**config.mk**
```make
export PLATFORM = sky130hd
export DESIGN_NAME = dispense_controller
export DESIGN_NICKNAME = d
export VERILOG_FILES = /design/src/rtl/dispenser_pkg.sv /design/src/rtl/dispense_controller.sv
export SDC_FILE = /design/constraint.sdc
export NUM_CORES = 1
export LEC_CHECK = 0
export BUFFER_PORTS_ARGS = -buffer_cell sky130_fd_sc_hd__buf_2
export CELL_PAD_IN_SITES_DETAIL_PLACEMENT = 2
export CELL_PAD_IN_SITES_GLOBAL_PLACEMENT = 2
export CORE_MARGIN = 2
export CORE_UTILIZATION = 40
export DETAILED_ROUTE_END_ITERATION = 8
export GPL_ROUTABILITY_DRIVEN = 0
export PLACE_DENSITY = 0.87
export SLEW_MARGIN = 0
export SYNTH_ARGS = -nofsm -noshare
export SYNTH_HDL_FRONTEND = slang
export SYNTH_SLANG_ARGS = --single-unit
```
**constraint.sdc**
```tcl
create_clock -name clock -period 4.7 [get_ports clock]
set_input_delay 0.705 -clock clock [delete_from_list [all_inputs] [get_ports clock]]
set_output_delay 0.705 -clock clock [all_outputs]
set_load 0.01 [all_outputs]
```
**src/rtl/dispenser_pkg.sv**
```systemverilog
// Shared types and defaults for the water dispense controller.
// States are binary-encoded; the timing defaults are also the top-level parameter defaults.
package dispenser_pkg;

  typedef enum logic [1:0] {
    IDLE       = 2'd0,
    DISPENSING = 2'd1,
    COOLDOWN   = 2'd2
  } state_e;

  localparam int DEFAULT_DISPENSE_CYCLES = 8;
  localparam int DEFAULT_COOLDOWN_CYCLES = 4;

endpackage

```
**src/rtl/dispense_controller.sv**
```systemverilog
// Drives the water valve from button presses: timed dispense, cancel on re-press or empty tank, then cooldown.
// Latency: valve opens on the edge that samples an accepted press; all outputs are registered.
// Backpressure: none; presses during cooldown are dropped and presses on an empty tank pulse refused.
module dispense_controller
  import dispenser_pkg::*;
#(
  parameter int DISPENSE_CYCLES = DEFAULT_DISPENSE_CYCLES,
  parameter int COOLDOWN_CYCLES = DEFAULT_COOLDOWN_CYCLES,
  parameter int TIMER_WIDTH     = 16,
  parameter int COUNT_WIDTH     = 8
) (
  input  logic                   clock,
  input  logic                   reset,
  input  logic                   button_was_pressed,
  input  logic                   tank_empty,
  output logic                   valve_open,
  output logic                   busy,
  output logic                   refused,
  output logic [COUNT_WIDTH-1:0] dispense_count
);

  // Timer counts down to zero, so a load of N-1 gives N cycles in the state.
  localparam logic [TIMER_WIDTH-1:0] DISPENSE_LOAD = TIMER_WIDTH'(DISPENSE_CYCLES - 1);
  localparam logic [TIMER_WIDTH-1:0] COOLDOWN_LOAD = TIMER_WIDTH'(COOLDOWN_CYCLES - 1);
  localparam logic [COUNT_WIDTH-1:0] COUNT_MAX     = '1;

  state_e                 state_q, state_d;
  logic [TIMER_WIDTH-1:0] timer_q, timer_d;
  logic                   refused_d;
  logic                   count_inc;
  logic [COUNT_WIDTH-1:0] count_q;

  always_ff @(posedge clock or posedge reset) begin
    if (reset) begin
      state_q    <= IDLE;
      timer_q    <= '0;
      valve_open <= 1'b0;
      busy       <= 1'b0;
      refused    <= 1'b0;
      count_q    <= '0;
    end else begin
      state_q    <= state_d;
      timer_q    <= timer_d;
      valve_open <= (state_d == DISPENSING);
      busy       <= (state_d != IDLE);
      refused    <= refused_d;
      if (count_inc && (count_q != COUNT_MAX)) begin
        count_q <= count_q + COUNT_WIDTH'(1);
      end
    end
  end

  always_comb begin
    state_d   = state_q;
    timer_d   = timer_q;
    refused_d = 1'b0;
    count_inc = 1'b0;
    case (state_q)
      IDLE: begin
        if (button_was_pressed) begin
          if (tank_empty) begin
            refused_d = 1'b1;
          end else begin
            state_d = DISPENSING;
            timer_d = DISPENSE_LOAD;
          end
        end
      end
      DISPENSING: begin
        // An abort wins over natural completion even on the final cycle.
        if (tank_empty || button_was_pressed) begin
          state_d = COOLDOWN;
          timer_d = COOLDOWN_LOAD;
        end else if (timer_q == '0) begin
          state_d   = COOLDOWN;
          timer_d   = COOLDOWN_LOAD;
          count_inc = 1'b1;
        end else begin
          timer_d = timer_q - TIMER_WIDTH'(1);
        end
      end
      COOLDOWN: begin
        if (timer_q == '0) begin
          state_d = IDLE;
        end else begin
          timer_d = timer_q - TIMER_WIDTH'(1);
        end
      end
      default: begin
        state_d = IDLE;
        timer_d = '0;
      end
    endcase
  end

  assign dispense_count = count_q;

endmodule

```
# Word-level counts from Yosys, hierarchy flattened
# Cells that the tools add are included.
# totals
reg_bits	29
word_cells	39
out_inout_bits	11
input_bits	4
# op_classes
reduce_logical	6
n_mux	18
n_eq_ne	7
add_sub_neg	2
# op_table
operator	n
$mux W16	5
$pmux W16 S3	1
$logic_not A16 Y1	1
$sub A16 B1 Y16 const B	1
$mux W2	5
$add A8 B1 Y8 const B	1
$ne A8 B8 Y1 const B	1
$mux W1	6
$ne A2 B2 Y1 const B	3
$pmux W2 S3	1
$eq A2 B1 Y1 const B	2
$reduce_and A3 Y1	1
$eq A2 B2 Y1 const B	1
$logic_not A2 Y1	1
$reduce_bool A2 Y1	1
$logic_and A1 B1 Y1	1
$logic_or A1 B1 Y1	1

# Logic depth before layout (Yosys ltp)
# Gate-level depths: netlist of the first run.
# depth
depth_word	5
mapped_depth	8
ltp_nobuf	7

# Least setup slack after synthesis of the first run
# OpenSTA, ideal clock, no wires.
# synth_timing
path_kind	register -> register
startpoint	register timer_q[0]
endpoint	register count_q[5] (netlist: dispense_count[5])
stages_incl_launch_ff	8
n_path_buf	0
setup_ns	0.079
t_arrival_ns	1.934
slack_ns	2.687
synth_period_minus_slack_ns	2.013
required_time_ns	4.621
cell_sequence	dfrtp_1 inv_1 ha_1 nor4b_4 nand4_4 or4b_4 nor2_2 xor2_1
# synth_via
elab_chain_cells	5
# synth_rtl
element	line	rtl
from (decl)	dispense_controller.sv:28	logic [TIMER_WIDTH-1:0] timer_q, timer_d;
from (signal assigned)	dispense_controller.sv:43	timer_q <= timer_d;
$logic_not A16 Y1	dispense_controller.sv:74	end else if (timer_q == '0) begin
$mux W1	dispense_controller.sv:74	
$mux W1	dispense_controller.sv:71	if (tank_empty || button_was_pressed) begin
$mux W1	dispense_controller.sv:58	case (state_q)
$logic_and A1 B1 Y1	dispense_controller.sv:47	if (count_inc && (count_q != COUNT_MAX)) begin
to (signal assigned)	dispense_controller.sv:48	count_q <= count_q + COUNT_WIDTH'(1);
to (decl)	dispense_controller.sv:31	logic [COUNT_WIDTH-1:0] count_q;
# No other way between the ends.
# A chain may end at the register's enable or synchronous reset.

# Final worst setup path of the first run
# layout_timing
startpoint	register state_q[0]
endpoint	register timer_q[12]
# layout_via
elab_chain_cells	3
# layout_rtl
element	line	rtl
from (decl)	dispense_controller.sv:27	state_e state_q, state_d;
from (signal assigned)	dispense_controller.sv:42	state_q <= state_d;
$eq A2 B2 Y1 or $logic_not A2 Y1 (tied branches)	dispense_controller.sv:58	
$ne A2 B2 Y1 (no source line)	-	
$reduce_and A3 Y1 (no source line)	-	
# Several ways; a longest one is shown, not always the timed one.

==> results of run 1 <==
==> cell families after synthesis <==
group | count (synthesis) | synth area share
buffers and inverters | 10 | 0.0227
flip-flops | 29 | 0.438
AND/OR/NAND/NOR | 77 | 0.292
multiplexers | 2 | 0.0136
AO/OA/AOI/OAI | 25 | 0.116
XOR/XNOR | 18 | 0.0952
adder cells (fa/ha/maj) | 3 | 0.0227
==> worst reg2reg max path: cells and delay by family (launching register included) <==
kind | cells | cell delay [ns]
and+or+nand+nor | 2 | 0.42
DFF | 1 | 0.63
AOI/OAI and AO/OA | 3 | 1.17
==> final cells by class <==
class	instances	share of cell area
multi-input cells	125	0.479
inverters	7	0.0141
flip-flops and latches	29	0.389
well taps	50	0.0336
clock buffers	7	0.0463
repair buffers	14	0.0376
==> stage by stage <==
step | setup slack (ns) | cell area, µm²
4_1_cts | 2.39 | 1860
5_1_grt | 2.14 | 1860
3_3_place_gp | 2.41 | 1780
6_report | 2.40 | 1860
2_1_floorplan | 2.69 | 1660
3_5_place_dp | 2.30 | 1780
==> state kept, by name, indices dropped and copies added (netlist names) <==
name and cells:
timer_q 16, state_q 2, dispense_count 8, valve_open 1, busy 1, refused 1
==> cell usage in the layout, fill, tap and decap left out, types with 4 or more instances in the layout <==
master,Yosys,routed
dfrtp_1,29,29
a21oi_1,4,4
nand2_1,11,11
xor2_1,15,15
clkbuf_8,0,6
nand3_1,8,8
buf_2,0,14
nand4_1,6,6
inv_1,7,7
nor2_1,21,21
o21ai_0,8,8
==> worst max path at each step <==
stage	start	to	cells after the start	slack, ns
floorplan	timer_q[0]	dispense_count[5]	7	2.69
global placement	tank_empty	timer_q[12]	6	2.41
detailed placement	tank_empty	timer_q[12]	6	2.30
CTS	timer_q[0]	dispense_count[7]	7	2.39
global route	state_q[0]	timer_q[12]	5	2.14
finish	state_q[0]	timer_q[12]	5	2.40
==> layer usage <==
metal	wire, µm	vias up	track usage
met1	2170	667	0.301
met2	2280	12	0.388
li1	-	622	-
met4	36	0	0.0675
met3	91	5	0.0444
met5	0	-	0
==> power by group through the flow <==
stage / sequential, mW / combinational [mW] / clock [mW]
finish: 0.436 / 0.474 / 0.210
global route: 0.449 / 0.532 / 0.227
CTS: 0.435 / 0.476 / 0.215
detailed placement: 0.438 / 0.466 / 0
global placement: 0.427 / 0.438 / 0
floorplan: 0.410 / 0.356 / 0
==> flow_summary_export.csv, run 1 <==
group,metric,value,unit
run_status,outcome,"finished clean",
global_route,grt_first_pass_wirelength,7820,µm
drt,wl_per_cell,19.8,µm
synth,ys_types,43,
power,p_sw,496,µW
hold_path,hold_depth,1,
hold_path,min_to,"dispense_count[6]",
synth,synth-seq-area-share,0.438,
power,power,1.12,mW
power,p_int,624,µW
worst_setup_path,path_max_fanout,15,
power,leakage,0.857,nW
power,max-vdd-ir-drop,0.259,mV
worst_setup_path,start_kind,"flop",
floorplan,start_util,0.414,
finish,utilization,0.466,
job,max_cap_violations,0,
synth,syn_area_per_cell,10.1,µm²
sta,fmax,0.435,GHz
cts,holdBufCountCts,0,
placed_design,io_buffers,14,
worst_setup_path,arrival,2.49,ns
drt,drt_wl_total,4580,µm
cts,clk_latency,0.28,ns
drt,vias,1306,
sta,finalSetupViolCount,0,
synth,syn-cell-area,1660,µm²
synth,synth_edf_count,0,
finish,nets,189,
cts,cts.sinks,29,
floorplan,ios,15,
synth,yosysWarnings,0,
sta,fin_hold_ws,0.504,ns
global_route,antenna_found_initial,0,
synth,synth_top_area_cell,"dfrtp_1",
floorplan,dieArea,4670,µm²
synth,netlist_instances,164,
power,power.share.combinational,0.424,
placed_design,dpl.cell_count,225,
global_route,grt_pass1_vias,1481,
finish,final_cell_count_no_fill,232,
worst_setup_path,crit_family,"compound AO/OA/AOI/OAI gates",
worst_setup_path,r2r_start,"state_q[0]",
finish,ff_latch_area,726,µm²
worst_setup_path,cp-end-kind,"flop",
global_route,grt_start_max_net_pins,30,
drt,drc,0,
cts,ctsResizeCount,0,
power,switching_share,0.443,
placed_design,dp_hpwl,3280,µm
synth,synth-seq-cells,29,
synth,synth_top_area_share,0.438,
cts,clkSlewWorstSetupHoldPaths,0.06,ns
power,power_frac_seq,0.389,
global_route,gr-usage-all-layers,0.231,
sta,rsz0062_at_grt,"no",
hold_path,hold_class,"reg -> reg",
global_route,grt_overflow_total,0,
finish,multi_input_area,893,µm²
sta,period_needed,2.30,ns
floorplan,fp.coreArea,4000,µm²
worst_setup_path,crit_slowest_cell,"a2111oi_2",
cts,cts_tree,"done",
power,power_density,600,nW/µm²
sta,finClkSkew,0.00418,ns
worst_setup_path,worst_r2r_endpoint,"timer_q[12]",
cts,root_buffer,"clkbuf_8",
cts,htree_levels,2,
hold_path,hp-start,"dispense_count[6]",
finish,nFillCells,434,
finish,syn2layout_area_growth,12.5,%
sta,tightest_slew,1.16,ns
finish,diodes,0,
sta,slew_headroom,0.224,
worst_setup_path,ff2ff_path_depth,5,
drt,routed_via_density,5.63,
sta,finalHoldViolCount,0,
synth,yosys-top-cells-area,"dfrtp_1 (44%), xor2_1 (7.9%), nor2_1 (4.8%)",
worst_setup_path,reg2reg_slack,2.40,ns
sta,slew_violations,0,
synth,post-synth-top-count-cell,"dfrtp_1",
synth,async_flop_share,1.00,
synth,netlist_top_cells_count,"dfrtp_1 (29), nor2_1 (21), xor2_1 (15)",
drt,first_pass_iters,4,
cts,cts_made_buffers,5,
floorplan,rows,23,
cts,post_cts_buffers,0,
floorplan,die_height,68.4,µm
sta,timing.final.crit_share,0.489,
worst_setup_path,critical-path-max-stage-delay,0.72,ns
power,p_clk_frac,0.187,
synth,synth-main-ff-cell,"dfrtp_1",
worst_setup_path,critPathBufInv,0,
worst_setup_path,worstSetupPathType,"reg -> reg",
drt,drtAntennaViolNets,0,
floorplan,die-width,68.4,µm
finish,drive_gt1_frac,0.187,
sta,finalSetupTns,0,ns
cts,clk_path_buf_depth,2,
worst_setup_path,crit_path_cell_trace,"nor2_1 -> a2111oi_2 -> nand2_1 -> a211o_1 -> a21oi_1",
synth,syn-num-nets,171,
drt,drt_iter0_markers,92,
worst_setup_path,required,4.90,ns
Power figures use the tool's default switching activity.
==> inputs of run 2 (changes only) <==
Settings changed: CORE_UTILIZATION 40 to 38, PLACE_DENSITY 0.87 to 0.84.
Clock period 4.7 ns to 2.2 ns, I/O delays scaled along.
==> flow_summary_export.csv, run 2 (same netlist as run 1, synthesis figures left out) <==
group,metric,value,unit
worst_setup_path,worstSetupPathType,"reg -> reg",
drt,drc,0,
sta,finClkSkew,0.00343,ns
placed_design,pre_cts_ws,0.0914,ns
placed_design,dp_hpwl,3350,µm
hold_path,hold_class,"in -> async",
global_route,use_met3,0.0476,
global_route,grt_pass1_vias,1516,
global_route,busiest_layer,"met2",
finish,final_cell_mix,"dfrtp_1 (28), nor2_1 (21), xor2_1 (15)",
drt,vias,1366,
worst_setup_path,arrival,2.27,ns
cts,post_cts_buffers,0,
finish,syn2layout_area_growth,16.0,%
worst_setup_path,path_max_fanout,5,
finish,largest_reg_flops,16,
global_route,met1_usage,0.249,
drt,drt_iter0_markers,54,
sta,rsz0062_at_grt,"no",
power,max-vdd-ir-drop,0.523,mV
sta,tightest_slew,0.662,ns
drt,first_pass_iters,4,
floorplan,die_height,70.0,µm
placed_design,io_buffers,14,
placed_design,dpl.cell_count,235,
finish,nFillCells,473,
floorplan,start_util,0.388,
drt,wl_per_cell,18.9,µm
sta,finalHoldViolCount,0,
run_status,outcome,"finished clean",
floorplan,fp.coreArea,4260,µm²
cts,cts.sinks,29,
sta,finalSetupViolCount,0,
global_route,grt_overflow_total,0,
finish,final_cell_count_no_fill,243,
worst_setup_path,cp-end-kind,"flop",
sta,finalWorstSetupSlack,0.124,ns
finish,nets,197,
global_route,antenna_found_initial,0,
global_route,grt_use_met2,0.357,
worst_setup_path,worst_r2r_endpoint,"timer_q[12]",
cts,clkSlewWorstSetupHoldPaths,0.06,ns
cts,cts_tree,"done",
drt,drt_wl_total,4600,µm
worst_setup_path,start_kind,"flop",
floorplan,rows,24,
sta,slew_violations,0,
finish,layout_commonest_cell,"dfrtp_1",
global_route,grt_first_pass_wirelength,7840,µm
sta,timing.final.crit_share,0.944,
job,max_cap_violations,0,
power,leakage,0.889,nW
sta,slew_headroom,0.557,
floorplan,dieArea,4900,µm²
drt,routed_via_density,5.62,
finish,diodes,0,
sta,finalSetupTns,0,ns
cts,cts_made_buffers,5,
finish,drive_gt1_frac,0.220,
floorplan,die-width,70.0,µm
worst_setup_path,ff2ff_path_depth,5,
cts,clk_latency,0.28,ns
cts,clk_path_buf_depth,2,
global_route,gr-usage-all-layers,0.206,
global_route,grt_start_max_net_pins,30,
sta,fin_hold_ws,0.119,ns
drt,drtAntennaViolNets,0,
cts,root_buffer,"clkbuf_8",
worst_setup_path,r2r_start,"timer_q[6]",
sta,fmax,0.482,GHz
floorplan,ios,15,
power,power_density,1270,nW/µm²
worst_setup_path,reg2reg_slack,0.12,ns
finish,top_register,"timer_q",
cts,htree_levels,2,
worst_setup_path,required,2.40,ns
sta,period_needed,2.08,ns
run 2: cell count changes in the layout (fill, tap and decap cells not counted), sizes merged:
cell,before,now
buf,14,22
clkbuf,7,8
run 2: how the worst max path moves through the flow:
stage | from | endpoint | slack, ns
2_1_floorplan | timer_q[0] | dispense_count[5] | 0.19
3_3_place_gp | timer_q[1] | dispense_count[7] | 0.24
3_5_place_dp | timer_q[1] | dispense_count[7] | 0.09
4_1_cts | timer_q[1] | dispense_count[5] | 0.06
5_1_grt | timer_q[1] | dispense_count[6] | 0.03
6_report | timer_q[6] | timer_q[12] | 0.12
run 2: metrics by stage:
step                power, mW  area (µm²)  utilization
finish                   2.44        1920        0.451
global route             2.65        1920        0.451
CTS                      2.47        1920        0.450
detailed placement       2.02        1840        0.432
global placement         1.92        1840        0.432
floorplan                1.64        1660            -
run 2: routing by layer:
metal | up-vias | share of wire
li1 | 640 | -
met1 | 697 | 0.43
met2 | 20 | 0.52
met3 | 9 | 0.027
met4 | 0 | 0.020
met5 | - | 0
run 2: cell type report:
cell class | count | area (µm²) | area share
inverter | 7 | 26.3 | 0.0137
timing repair buffer | 22 | 130 | 0.0677
multi-input combinational | 125 | 893 | 0.465
sequential | 29 | 727 | 0.378
tap | 52 | 65.1 | 0.0339
clock buffer | 8 | 80.1 | 0.0417
run 2: where the power goes:
group | internal (mW) | switching [mW]
sequential | 0.678 | 0.228
clock | 0.224 | 0.190
combinational | 0.475 | 0.650
total | 1.38 | 1.07
run 2: what timing repair did:
item | CTS | global route
hold buffers | 0 | 0
resized for setup | 0 | 1
endpoints found under the setup margin | 0 | 2
run 2: critical path: stages, from the launching register on:
cell and delay, ns:
dfrtp_1 0.46, or4_1 0.59, nor3_1 0.33, nand2_1 0.16, a211o_1 0.30, a21oi_1 0.15
